$ cat config.mk
export PLATFORM = sky130hd
export DESIGN_NAME = sqrt_iter
export DESIGN_NICKNAME = d
export VERILOG_FILES = /design/src/rtl/sqrt_pkg.sv /design/src/rtl/sqrt_step.sv /design/src/rtl/sqrt_iter.sv
export SDC_FILE = /design/constraint.sdc
export NUM_CORES = 1
export LEC_CHECK = 0
export CAP_MARGIN = 40
export CORE_MARGIN = 2
export CORE_UTILIZATION = 57
export CTS_CLUSTER_DIAMETER = 40
export CTS_CLUSTER_SIZE = 14
export DETAILED_ROUTE_END_ITERATION = 8
export GPL_TIMING_DRIVEN = 1
export PLACE_DENSITY = 0.83
export SLEW_MARGIN = 10
export SYNTH_ARGS = -nofsm -noshare
export SYNTH_HDL_FRONTEND = slang
export SYNTH_SLANG_ARGS = --single-unit
$ cat constraint.sdc
create_clock -name clk -period 4 [get_ports clk]
set_input_delay 0.8 -clock clk [delete_from_list [all_inputs] [get_ports clk]]
set_output_delay 0.8 -clock clk [all_outputs]
set_load 0.005 [all_outputs]
$ cat src/rtl/sqrt_pkg.sv
// Shared types and constants for the iterative square-root unit.
package sqrt_pkg;

  typedef enum logic [1:0] {
    IDLE = 2'd0,
    CALC = 2'd1,
    DONE = 2'd2
  } state_t;

  localparam int ROUND_FLOOR   = 0;
  localparam int ROUND_NEAREST = 1;

  // Iteration counter width: clog2(WIDTH/2), at least one bit.
  function automatic int cnt_width(input int width);
    return (width / 2 > 1) ? $clog2(width / 2) : 1;
  endfunction

endpackage

$ cat src/rtl/sqrt_step.sv
// One restoring digit-by-digit square-root iteration (combinational).
// Appends two radicand bits to the partial remainder, tries to subtract
// (4*root + 1), and keeps the difference only when it is non-negative.
module sqrt_step #(
  parameter int H = 4
) (
  input  logic [H+1:0] rem,
  input  logic [H-1:0] root,
  input  logic [1:0]   pair,
  output logic [H+1:0] rem_next,
  output logic         bit_next
);

  logic [H+3:0] shifted;
  logic [H+3:0] trial;
  logic [H+3:0] diff;

  // Trial subtraction and restore decision for the next root bit.
  always_comb begin
    // NOTE: every output gets a default first so no path leaves it unassigned (no latch).
    rem_next = '0;
    bit_next = 1'b0;
    shifted  = {rem, pair};
    trial    = {2'b00, root, 2'b01};
    diff     = shifted - trial;
    if (shifted >= trial) begin
      rem_next = diff[H+1:0];
      bit_next = 1'b1;
    end else begin
      rem_next = shifted[H+1:0];
    end
  end

endmodule

$ cat src/rtl/sqrt_iter.sv
// Iterative integer square root: WIDTH/2 iterations per operation, one root
// bit per clock, optional round-to-nearest on the final result.
module sqrt_iter
  import sqrt_pkg::*;
#(
  parameter int WIDTH = 8,
  parameter int ROUND = ROUND_FLOOR
) (
  input  logic               clk,
  input  logic               rst,
  input  logic [WIDTH-1:0]   x_in,
  input  logic               x_ready,
  output logic               busy,
  output logic [WIDTH/2-1:0] y_out,
  output logic [WIDTH/2:0]   rem_out,
  output logic               y_ready,
  output logic               overrun
);

  localparam int H  = WIDTH / 2;
  localparam int CW = cnt_width(WIDTH);

  state_t          state;
  logic [WIDTH-1:0] x_reg;
  logic [H+1:0]    rem_reg;
  logic [H-1:0]    root_reg;
  logic [CW-1:0]   cnt;

  logic [H+1:0]    rem_step;
  logic            bit_step;
  logic [H-1:0]    root_next;
  logic [H-1:0]    rounded;

  sqrt_step #(.H(H)) u_step (
    .rem      (rem_reg),
    .root     (root_reg),
    .pair     (x_reg[WIDTH-1 -: 2]),
    .rem_next (rem_step),
    .bit_next (bit_step)
  );

  if (H > 1) begin : g_root_shift
    assign root_next = {root_reg[H-2:0], bit_step};
  end else begin : g_root_single
    assign root_next = bit_step;
  end

  // Final-result rounding: bump the floor root when the remainder exceeds it,
  // saturating at the all-ones root.
  always_comb begin
    rounded = root_next;
    if (ROUND == ROUND_NEAREST && rem_step[H:0] > {1'b0, root_next}) begin
      rounded = (&root_next) ? root_next : root_next + H'(1);
    end
  end

  // Control FSM and datapath registers; all outputs are registered.
  always_ff @(posedge clk or posedge rst) begin
    if (rst) begin
      // NOTE: data registers are reset too, so outputs read 0 right after reset.
      state    <= IDLE;
      x_reg    <= '0;
      rem_reg  <= '0;
      root_reg <= '0;
      cnt      <= '0;
      busy     <= 1'b0;
      y_out    <= '0;
      rem_out  <= '0;
      y_ready  <= 1'b0;
      overrun  <= 1'b0;
    end else begin
      // NOTE: non-blocking assignments so every register samples pre-edge values.
      y_ready <= 1'b0;
      overrun <= 1'b0;
      case (state)
        IDLE, DONE: begin
          if (x_ready) begin
            x_reg    <= x_in;
            rem_reg  <= '0;
            root_reg <= '0;
            cnt      <= CW'(H - 1);
            busy     <= 1'b1;
            state    <= CALC;
          end else begin
            state <= IDLE;
          end
        end
        CALC: begin
          overrun  <= x_ready;
          x_reg    <= {x_reg[WIDTH-3:0], 2'b00};
          rem_reg  <= rem_step;
          root_reg <= root_next;
          if (cnt == '0) begin
            busy    <= 1'b0;
            y_ready <= 1'b1;
            y_out   <= rounded;
            rem_out <= rem_step[H:0];
            state   <= DONE;
          end else begin
            cnt <= cnt - CW'(1);
          end
        end
        default: state <= IDLE;
      endcase
    end
  end

endmodule

==> results of run 1 <==
[layer usage]
metal	wire (um)	part of all wire
met1	1190	0.44
met5	0	0
met3	114	0.042
met2	1360	0.50
met4	42	0.015
[kinds of logic (layout without fill, tap and decap cells)]
kind of cell,after synthesis,after routing,synth area share
compound gates,34,34,0.163
xor+xnor,5,5,0.0280
fa+ha+maj,7,7,0.0561
buf+inv,15,45,0.0361
flops,34,34,0.545
mux,8,8,0.0561
simple gates,42,42,0.116
[power by group through the flow]
stage | Clock, uW | Combinational [uW] | Sequential (uW)
global placement | 0 | 922 | 595
finish | 200 | 961 | 595
detailed placement | 0 | 970 | 602
CTS | 209 | 976 | 595
global route | 218 | 1080 | 615
floorplan | 0 | 695 | 589
[cells in the mapped netlist (2+ instances only)]
cell type / instances / share of area
o21a_1: 2 / 0.0096
o21ai_1: 3 / 0.0096
nor3_1: 3 / 0.0096
nand2b_1: 3 / 0.012
mux2_2: 2 / 0.014
o21ai_0: 10 / 0.032
ha_1: 7 / 0.056
mux2i_1: 5 / 0.032
nand2_1: 23 / 0.055
nor2b_1: 2 / 0.0080
a221o_1: 2 / 0.013
nor2_1: 8 / 0.019
clkbuf_1: 4 / 0.0096
xnor2_1: 4 / 0.022
dfrtp_1: 34 / 0.54
a22o_1: 4 / 0.022
inv_1: 11 / 0.026
a22oi_1: 4 / 0.019
a21oi_1: 3 / 0.0096
[metrics by stage]
step	instances	hold slack [ps]	total power [uW]	worst slack [ps]	instance area (sq um)
after global routing	205	493	1910	1920	1900
after global placement	196	455	1520	1480	1830
after detailed placement	197	459	1570	1670	1830
after CTS	205	474	1780	1960	1900
final	205	469	1760	1980	1900
after floorplan	145	440	1280	2200	1560
[how the worst min path moves through the flow]
stage	startpoint	to	slack (ps)	cells after the start
2_1_floorplan	cnt[0]	cnt[0]	440	1
3_3_place_gp	cnt[0]	cnt[0]	450	1
3_5_place_dp	cnt[0]	cnt[0]	460	1
4_1_cts	cnt[0]	cnt[0]	470	1
5_1_grt	cnt[0]	cnt[0]	490	1
6_report	cnt[0]	cnt[0]	470	1
[layout make-up]
| class | count | area (sq um) | share of cell area |
|---|---|---|---|
| Multi-Input combinational cell | 96 | 654 | 0.345 |
| Tap cell | 30 | 37.5 | 0.0198 |
| Timing Repair Buffer | 26 | 250 | 0.132 |
| Clock inverter | 2 | 12.5 | 0.00659 |
| Inverter | 11 | 41.3 | 0.0218 |
| Clock buffer | 6 | 51.3 | 0.0270 |
| Sequential cell | 34 | 851 | 0.448 |
==> reports/qor.yml, run 1 <==
setup_path:
  cp-start-kind: "flop"
  regToRegEndpoint: "rem_out[1]"
  reg2reg_slack_ps: 2040
  worstPathRequired_ps: 3200
  crit_path_end: "y_out[1]"
  crit_type: "flop to primary output"
  r2r_cells: 6
  crit_cells: 1
  path_delay_family: "buffers and inverters"
  path_max_fanout: 2
  timing.rr.start: "rem_reg[1]"
  startpoint: "y_out[1]"
  slowest_stage: "clkdlybuf4s50_1"
  arrival_ps: 1220
  path_buf_inv: 1
  crit_chain: "clkdlybuf4s50_1"
  cpPeakStageDelay_ps: 510
  crit_path_end_kind: "primary output"
global_routing:
  grt_pass1_vias: 1092
  use_met1: 0.222
  grt_max_degree: 35
  grt_pass1_wl_um: 4650
  antenna_found_initial: 0
  overflow: 0
  gr-usage-met3: 0.0737
  globalRouteMet2Util: 0.319
  top_usage_layer: "met2"
  track_usage: 0.195
placement:
  gp_congestion: 0.783
  portBuffers: 22
  place_hpwl_um: 2020
power_and_ir_drop:
  power.leakage_uw: 0.000911
  p_seq_frac: 0.339
  power.density_mw_per_mm2: 925
  power_frac_clock: 0.114
  ir_drop_v: 0.000673
  p_int_uw: 1060
  switching_share: 0.396
  power_switching_uw: 695
  comb_power_share: 0.547
clock_tree:
  cts_buffers: 5
  cts_resized: 0
  htreeDepth: 2
  path_clk_slew_ps: 100
  cts_tree: "built"
  clk_latency_ps: 340
  hold_buffers: 0
  cts_num_sinks: 34
  cts-root-buf: "clkbuf_4"
  postCtsSetupRepairBufs: 0
  cts.path.max_buffers: 2
sta:
  hold_viol: 0
  max_freq_mhz: 495
  finalCritPeriodShare: 0.505
  max-slew-margin-rel: 0.722
  skew_ps: 5.51
  rsz0062_at_grt: "no"
  setup-violations-final: 0
  setup_tns_ps: 0
  worst_slew_pin_slew_ps: 415
  fin_crit_ps: 2020
  final_max_slew_viol_count: 0
drt:
  vias: 1096
  dr.pass1.iters: 4
  drcViolationCount: 0
  drt-total-wl_um: 2710
  ant_nets: 0
  viasPerCell: 5.35
  drt_iter0_drc: 27
  wl_per_cell_um: 13.2
cells_and_area:
  area_growth_pct: 21.6
  drive_above_1_share: 0.109
  nets: 192
  largest_reg_flops: 8
  layout_common_cells: "dfrtp_1 (34), nand2_1 (23), clkdlybuf4s50_1 (22)"
  post-route-util: 0.746
  final_common_cell: "dfrtp_1"
  nFillCells: 193
  diodes: 0
logic_synthesis:
  synth_edf_count: 0
  netlist-cell-type-count: 30
  async_flop_share: 1.00
  yosysSeqAreaShare: 0.545
  ys_ff_latch: 34
  syn_area_sq_mm: 0.00156
  synthCells: 145
  ys_warn_count: 0
  synth.avg_cell_area_sq_um: 10.8
  synth_flop_cell: "dfrtp_1"
  synth_nets: 163
worst_hold_path:
  hold_class: "flop to flop"
floorplan:
  fp-row-count: 18
  fp.coreArea_sq_mm: 0.00254
  die_y_um: 56.3
  die_x_um: 56.3
  io_pins: 23
  die_area_sq_mm: 0.00317
  start_util: 0.614
flow_run:
  cap_viol_max_count: 0
run_status:
  outcome: "completed"
Power figures use the tool's default switching activity.
==> run 2, diff against run 1 <==
--- a/config.mk
+++ b/config.mk
@@ -7,12 +7,12 @@
 export LEC_CHECK = 0
 export CAP_MARGIN = 40
 export CORE_MARGIN = 2
-export CORE_UTILIZATION = 57
+export CORE_UTILIZATION = 48
 export CTS_CLUSTER_DIAMETER = 40
 export CTS_CLUSTER_SIZE = 14
 export DETAILED_ROUTE_END_ITERATION = 8
 export GPL_TIMING_DRIVEN = 1
-export PLACE_DENSITY = 0.83
+export PLACE_DENSITY = 0.75
 export SLEW_MARGIN = 10
 export SYNTH_ARGS = -nofsm -noshare
 export SYNTH_HDL_FRONTEND = slang
==> constraint.sdc (replaced) <==
create_clock -name clk -period 1.8 [get_ports clk]
set_input_delay 0.36 -clock clk [delete_from_list [all_inputs] [get_ports clk]]
set_output_delay 0.36 -clock clk [all_outputs]
set_load 0.005 [all_outputs]
==> reports/qor.yml, run 2 (synthesized netlist as in run 1, its figures left out) <==
clock_tree:
  cts.path.max_buffers: 2  # unchanged
  clk_latency_ps: 340  # about the same
  htreeDepth: 2  # unchanged
  cts-root-buf: "clkbuf_4"  # unchanged
  cts_buffers: 5  # unchanged
  cts_num_sinks: 34  # unchanged
  cts_tree: "built"  # unchanged
  hold_buffers: 0  # unchanged
  path_clk_slew_ps: 100  # about the same
global_routing:
  grt_max_degree: 35  # unchanged
  grt_pass1_vias: 1153  # was 1092
  grt_pass1_wl_um: 5200  # was 4650 um
  track_usage: 0.199  # was 0.195
  antenna_found_initial: 0  # unchanged
  overflow: 0  # unchanged
drt:
  ant_nets: 0  # unchanged
  dr.pass1.iters: 4  # unchanged
  vias: 1186  # was 1096
  wl_per_cell_um: 13.6  # was 13.2 um
  viasPerCell: 5.03  # was 5.35
  drcViolationCount: 0  # unchanged
  drt-total-wl_um: 3210  # was 2710 um
  drt_iter0_drc: 37  # was 27
setup_path:
  regToRegEndpoint: "rem_reg[3]"  # was rem_out[1]
  path_max_fanout: 8  # was 2
  timing.rr.start: "root_reg[1]"  # was rem_reg[1]
  reg2reg_slack_ps: -20  # was 2040 ps
  arrival_ps: 2030  # was 1220 ps
  crit_type: "flop to flop"  # was flop to primary output
  r2r_cells: 7  # was 6
  crit_path_end_kind: "flop"  # was primary output
  crit_path_end: "rem_reg[3]"  # was y_out[1]
  cp-start-kind: "flop"  # unchanged
  startpoint: "root_reg[1]"  # was y_out[1]
  worstPathRequired_ps: 2010  # was 3200 ps
power_and_ir_drop:
  p_seq_frac: 0.295  # was 0.339
  power.density_mw_per_mm2: 2180  # was 925 mW/mm^2
  power.leakage_uw: 0.000984  # was 0.000911 uW
  power_frac_clock: 0.085  # was 0.114
  power_switching_uw: 1790  # was 695 uW
  p_int_uw: 2800  # was 1060 uW
  comb_power_share: 0.620  # was 0.547
  switching_share: 0.390  # was 0.396
  ir_drop_v: 0.000915  # was 0.000673 V
floorplan:
  die_y_um: 61.0  # was 56.3 um
  die_x_um: 61.0  # was 56.3 um
  io_pins: 23  # unchanged
  die_area_sq_mm: 0.00373  # was 0.00317 sq mm
  fp-row-count: 20  # was 18
  fp.coreArea_sq_mm: 0.00308  # was 0.00254 sq mm
  start_util: 0.507  # was 0.614
placement:
  portBuffers: 22  # unchanged
  gp_congestion: 0.803  # was 0.783
  placed_cell_area_sq_mm: 0.00194  # was 0.00183 sq mm
  place_hpwl_um: 2340  # was 2020 um
  dp.cells: 222  # was 197
  post-place-ws_ps: -113  # was 1670 ps
run_status:
  outcome: "complete, but fails checks"  # was completed
  violations: "negative setup slack"
sta:
  max-slew-margin-rel: 0.663  # was 0.722
  max_freq_mhz: 549
  skew_ps: 10.2  # was 5.51 ps
  fin_crit_ps: 1820
  hold_viol: 0  # unchanged
  finalCritPeriodShare: 1.01
  setup-violations-final: 4  # was 0
  final_max_slew_viol_count: 0  # unchanged
  setup_tns_ps: -62.5  # was 0 ps
  worst_slack_ps: -22.1  # was 1980 ps
  rsz0062_at_grt: "yes"  # was no
  worst_slew_pin_slew_ps: 503  # was 415 ps
cells_and_area:
  post-route-util: 0.686  # was 0.746
  nFillCells: 252  # was 193
  diodes: 0  # unchanged
  drive_above_1_share: 0.255  # was 0.109
  final_common_cell: "dfrtp_1"  # unchanged
  largest_reg_flops: 8  # unchanged
  layout_common_cells: "dfrtp_1 (34), nand2_1 (23), clkdlybuf4s50_1 (22)"  # unchanged
  nets: 210  # was 192
  final_area_sq_mm: 0.00211  # was 0.00190 sq mm
  area_growth_pct: 35.3  # was 21.6%
  final_cells: 236  # was 205
flow_run:
  cap_viol_max_count: 0  # unchanged
worst_hold_path:
  hold_class: "input port to async pin"  # was flop to flop
[run 2: cell types whose count changed in the layout (fill, tap and decap cells not counted), moves of 2 or more]
cell and change:
o21ai_0 -2, mux2i_1 -3, mux2i_2 +3, o21ai_1 +2, ha_4 +4, buf_4 +17, ha_1 -5, inv_2 +4
inv_1 -4
[run 2: repair_timing]
| item | in CTS | in global routing |
|---|---|---|
| buffers inserted | 3 | 4 |
| gates resized for setup | 7 | 11 |
| setup endpoints to repair | 11 | 12 |
| pin swaps | 2 | 4 |
[run 2: power by group through the flow]
| stage | Clock (uW) | Combinational (uW) | Sequential [uW] |
|---|---|---|---|
| 6_report | 390 | 2850 | 1360 |
| 3_3_place_gp | 0 | 2330 | 1310 |
| 4_1_cts | 400 | 2640 | 1340 |
| 5_1_grt | 429 | 3120 | 1400 |
| 2_1_floorplan | 0 | 1570 | 1310 |
| 3_5_place_dp | 0 | 2430 | 1340 |
[run 2: final cells by class]
class                   count  area, sq um  area share
well taps                  44         55.1      0.0261
flip-flops and latches     34          851       0.403
inverters                  11         41.3      0.0195
multi-input cells          96          728       0.345
clock buffers               5         37.5      0.0178
repair buffers             44          389       0.184
clock inverters             2         10.0     0.00474
[run 2: worst min-delay path by stage]
stage	end	slack (ps)	cells after the start	from
global placement	cnt[0]	450	1	cnt[0]
finish	cnt[0]	400	3	rst
CTS	x_reg[1]	420	3	rst
global route	cnt[0]	450	3	rst
floorplan	cnt[0]	440	1	cnt[0]
detailed placement	x_reg[5]	470	2	x_reg[5]
[run 2: metrics by stage]
step	hold slack (ps)	power [uW]
final	401	4590
after global routing	448	4950
after CTS	415	4380
after detailed placement	471	3780
after global placement	454	3640
after floorplan	440	2880
[run 2: worst max-delay path, cell delays in order (launching register included)]
cell and delay [ps]:
dfrtp_1 370, inv_2 70, ha_4 280, a21o_1 120, a31oi_2 50, o21ai_4 360, mux2i_2 320, o21ai_1 120
[run 2: metal layers]
layer	wire [um]	global-route usage
met1	1430	0.253
met2	1580	0.313
met3	131	0.0609
met4	64	0.0932
met5	0	0
==> run 3, diff against run 2 <==
--- a/config.mk
+++ b/config.mk
@@ -5,9 +5,10 @@
 export SDC_FILE = /design/constraint.sdc
 export NUM_CORES = 1
 export LEC_CHECK = 0
+export ABC_AREA = 1
 export CAP_MARGIN = 40
 export CORE_MARGIN = 2
-export CORE_UTILIZATION = 48
+export CORE_UTILIZATION = 49
 export CTS_CLUSTER_DIAMETER = 40
 export CTS_CLUSTER_SIZE = 14
 export DETAILED_ROUTE_END_ITERATION = 8
==> reports/qor.yml, run 3 <==
drt:
  drt_iter0_drc: 50  # was 37
  drcViolationCount: 0  # unchanged
  viasPerCell: 5.13  # was 5.03
  dr.pass1.iters: 4  # unchanged
  vias: 1389  # was 1186
  wl_per_cell_um: 12.4  # was 13.6 um
  ant_nets: 0  # unchanged
  drt-total-wl_um: 3360  # was 3210 um
global_routing:
  grt_pass1_wl_um: 5890  # was 5200 um
  overflow: 0  # unchanged
  grt_pass1_vias: 1316  # was 1153
  grt_max_degree: 35  # unchanged
  track_usage: 0.188  # was 0.199
  antenna_found_initial: 0  # unchanged
floorplan:
  fp.coreArea_sq_mm: 0.00336  # was 0.00308 sq mm
  die_area_sq_mm: 0.00402  # was 0.00373 sq mm
  io_pins: 23  # unchanged
  fp-row-count: 21  # was 20
  die_y_um: 63.4  # was 61.0 um
  start_util: 0.514  # was 0.507
  die_x_um: 63.4  # was 61.0 um
clock_tree:
  postCtsSetupRepairBufs: 0  # was 3
  cts.path.max_buffers: 2  # unchanged
  htreeDepth: 2  # unchanged
  cts_num_sinks: 34  # unchanged
  hold_buffers: 0  # unchanged
  cts_resized: 0  # was 7
  clk_latency_ps: 330  # was 340 ps
  cts-root-buf: "clkbuf_4"  # unchanged
  path_clk_slew_ps: 110  # was 100 ps
  cts_tree: "built"  # unchanged
  cts_buffers: 5  # unchanged
placement:
  portBuffers: 22  # unchanged
  place_hpwl_um: 2450  # was 2340 um
  post-place-ws_ps: 142  # was -113 ps
  gp_congestion: 0.909  # was 0.803
cells_and_area:
  diodes: 0  # unchanged
  area_growth_pct: 21.4  # was 35.3%
  nets: 243  # was 210
  layout_common_cells: "nand2_1 (67), dfrtp_1 (34), nand3_1 (22), clkdlybuf4s50_1 (22), inv_1 (20)"  # was dfrtp_1 (34), nand2_1 (23), clkdlybuf4s50_1 (22)
  largest_reg_flops: 8  # unchanged
  final_common_cell: "nand2_1"  # was dfrtp_1
  drive_above_1_share: 0.129  # was 0.255
setup_path:
  worstPathRequired_ps: 2070  # was 2010 ps
  crit_path_end_kind: "flop"  # unchanged
  path_max_fanout: 8  # unchanged
  crit_type: "flop to flop"  # unchanged
  arrival_ps: 1950  # was 2030 ps
  cp-start-kind: "flop"  # unchanged
sta:
  worst_slack_ps: 119  # was -22.1 ps
  max-slew-margin-rel: 0.724  # was 0.663
  setup-violations-final: 0  # was 4
  skew_ps: 9.24  # was 10.2 ps
  worst_slew_pin_slew_ps: 414  # was 503 ps
  holdWs_ps: 411  # was 401 ps
  finalCritPeriodShare: 0.934  # was 1.01
  hold_viol: 0  # unchanged
  max_freq_mhz: 595  # was 549 MHz
  final_max_slew_viol_count: 0  # unchanged
  fin_crit_ps: 1680  # was 1820 ps
  rsz0062_at_grt: "no"  # was yes
  setup_tns_ps: 0  # was -62.5 ps
logic_synthesis:
  synth_area_leaders: "dfrtp_1 (49%), nand2_1 (15%), nand3_1 (6.4%)"  # was dfrtp_1 (54%), ha_1 (5.6%), nand2_1 (5.5%)
  synth.most_common_cell: "nand2_1"  # was dfrtp_1
  ys_warn_count: 0  # unchanged
  synth_flop_cell: "dfrtp_1"  # unchanged
  netlist-cell-type-count: 28  # was 30
  async_flop_share: 1.00  # unchanged
  synth_edf_count: 0  # unchanged
  synth_top_area_cell: "dfrtp_1"  # unchanged
  yosysSeqAreaShare: 0.492  # was 0.545
  ys_ff_latch: 34  # unchanged
  synth_nets: 213  # was 163
  synthCells: 195  # was 145
  ys_top_cells_by_count: "nand2_1 (67), dfrtp_1 (34), nand3_1 (22)"  # was dfrtp_1 (34), nand2_1 (23), inv_1 (11)
  syn_area_sq_mm: 0.00173  # was 0.00156 sq mm
  synth.avg_cell_area_sq_um: 8.87  # was 10.8 sq um
  netlist.area_leader.share: 0.492  # was 0.545
run_status:
  outcome: "completed"  # was complete, but fails checks
worst_hold_path:
  hold_class: "input port to async pin"  # unchanged
flow_run:
  cap_viol_max_count: 0  # unchanged
power_and_ir_drop:
  ir_drop_v: 0.000950  # was 0.000915 V
  power.density_mw_per_mm2: 2110  # was 2180 mW/mm^2
  power.leakage_uw: 0.00107  # was 0.000984 uW
==> run 3: kinds of logic after synthesis <==
family | count (synthesis) | share of synthesized area
fa+ha+maj | 7 | 0.0506
buf+inv | 27 | 0.0709
compound gates | 17 | 0.0709
xor+xnor | 1 | 0.00507
simple gates | 109 | 0.310
flops | 34 | 0.492
==> run 3: final timing paths <==
| check | from | endpoint | slack (ps) | cells past startpoint |
|---|---|---|---|---|
| hold reg to reg | rem_out[0] | rem_out[0] | 490 | 2 |
| min in group clk | rem_out[0] | rem_out[0] | 490 | 2 |
| setup / recovery | rem_reg[1] | rem_reg[1] | 120 | 8 |
| max in group asynchronous | rst | rem_reg[4] | 1090 | 3 |
| setup reg to reg | rem_reg[1] | rem_reg[1] | 120 | 8 |
| hold / removal | rst | y_out[3] | 410 | 3 |
==> run 3: layout make-up <==
type	instances	area, sq um
multi-input cells	134	758
flip-flops and latches	34	851
clock inverters	1	30.0
repair buffers	27	258
clock buffers	6	51.3
well taps	46	57.6
inverters	23	93.8
fillers	321	1260
==> run 3: worst max-delay path, stage by stage, from the launching register on <==
cell and delay (ps):
dfrtp_1 420, ha_1 390, a21oi_2 190, nand3_1 100, nand2_2 140, nand2_4 100
nand2_1 100, nand3_1 90, nand2_1 90
==> run 3: per-stage QoR <==
stage	util	instances	power [uW]	instance area, sq um
global placement	0.599	264	3780	2020
floorplan	-	195	3150	1730
detailed placement	0.599	264	3840	2020
global route	0.624	271	4830	2100
CTS	0.624	271	4420	2100
finish	0.624	271	4420	2100
==> run 3: where the power goes <==
part           switching [uW]  leakage [uW]  internal (uW)
Clock                     254     0.0000443            323
Sequential                197      0.000424           1120
Combinational            1490      0.000600           1040
Total                    1940       0.00107           2480
==> run 3: routing by layer <==
metal,vias up,share of wire,track usage
met5,-,0,0
met4,0,0.027,0.0897
met3,8,0.052,0.0357
met2,45,0.45,0.301
met1,648,0.47,0.244
li1,688,-,-
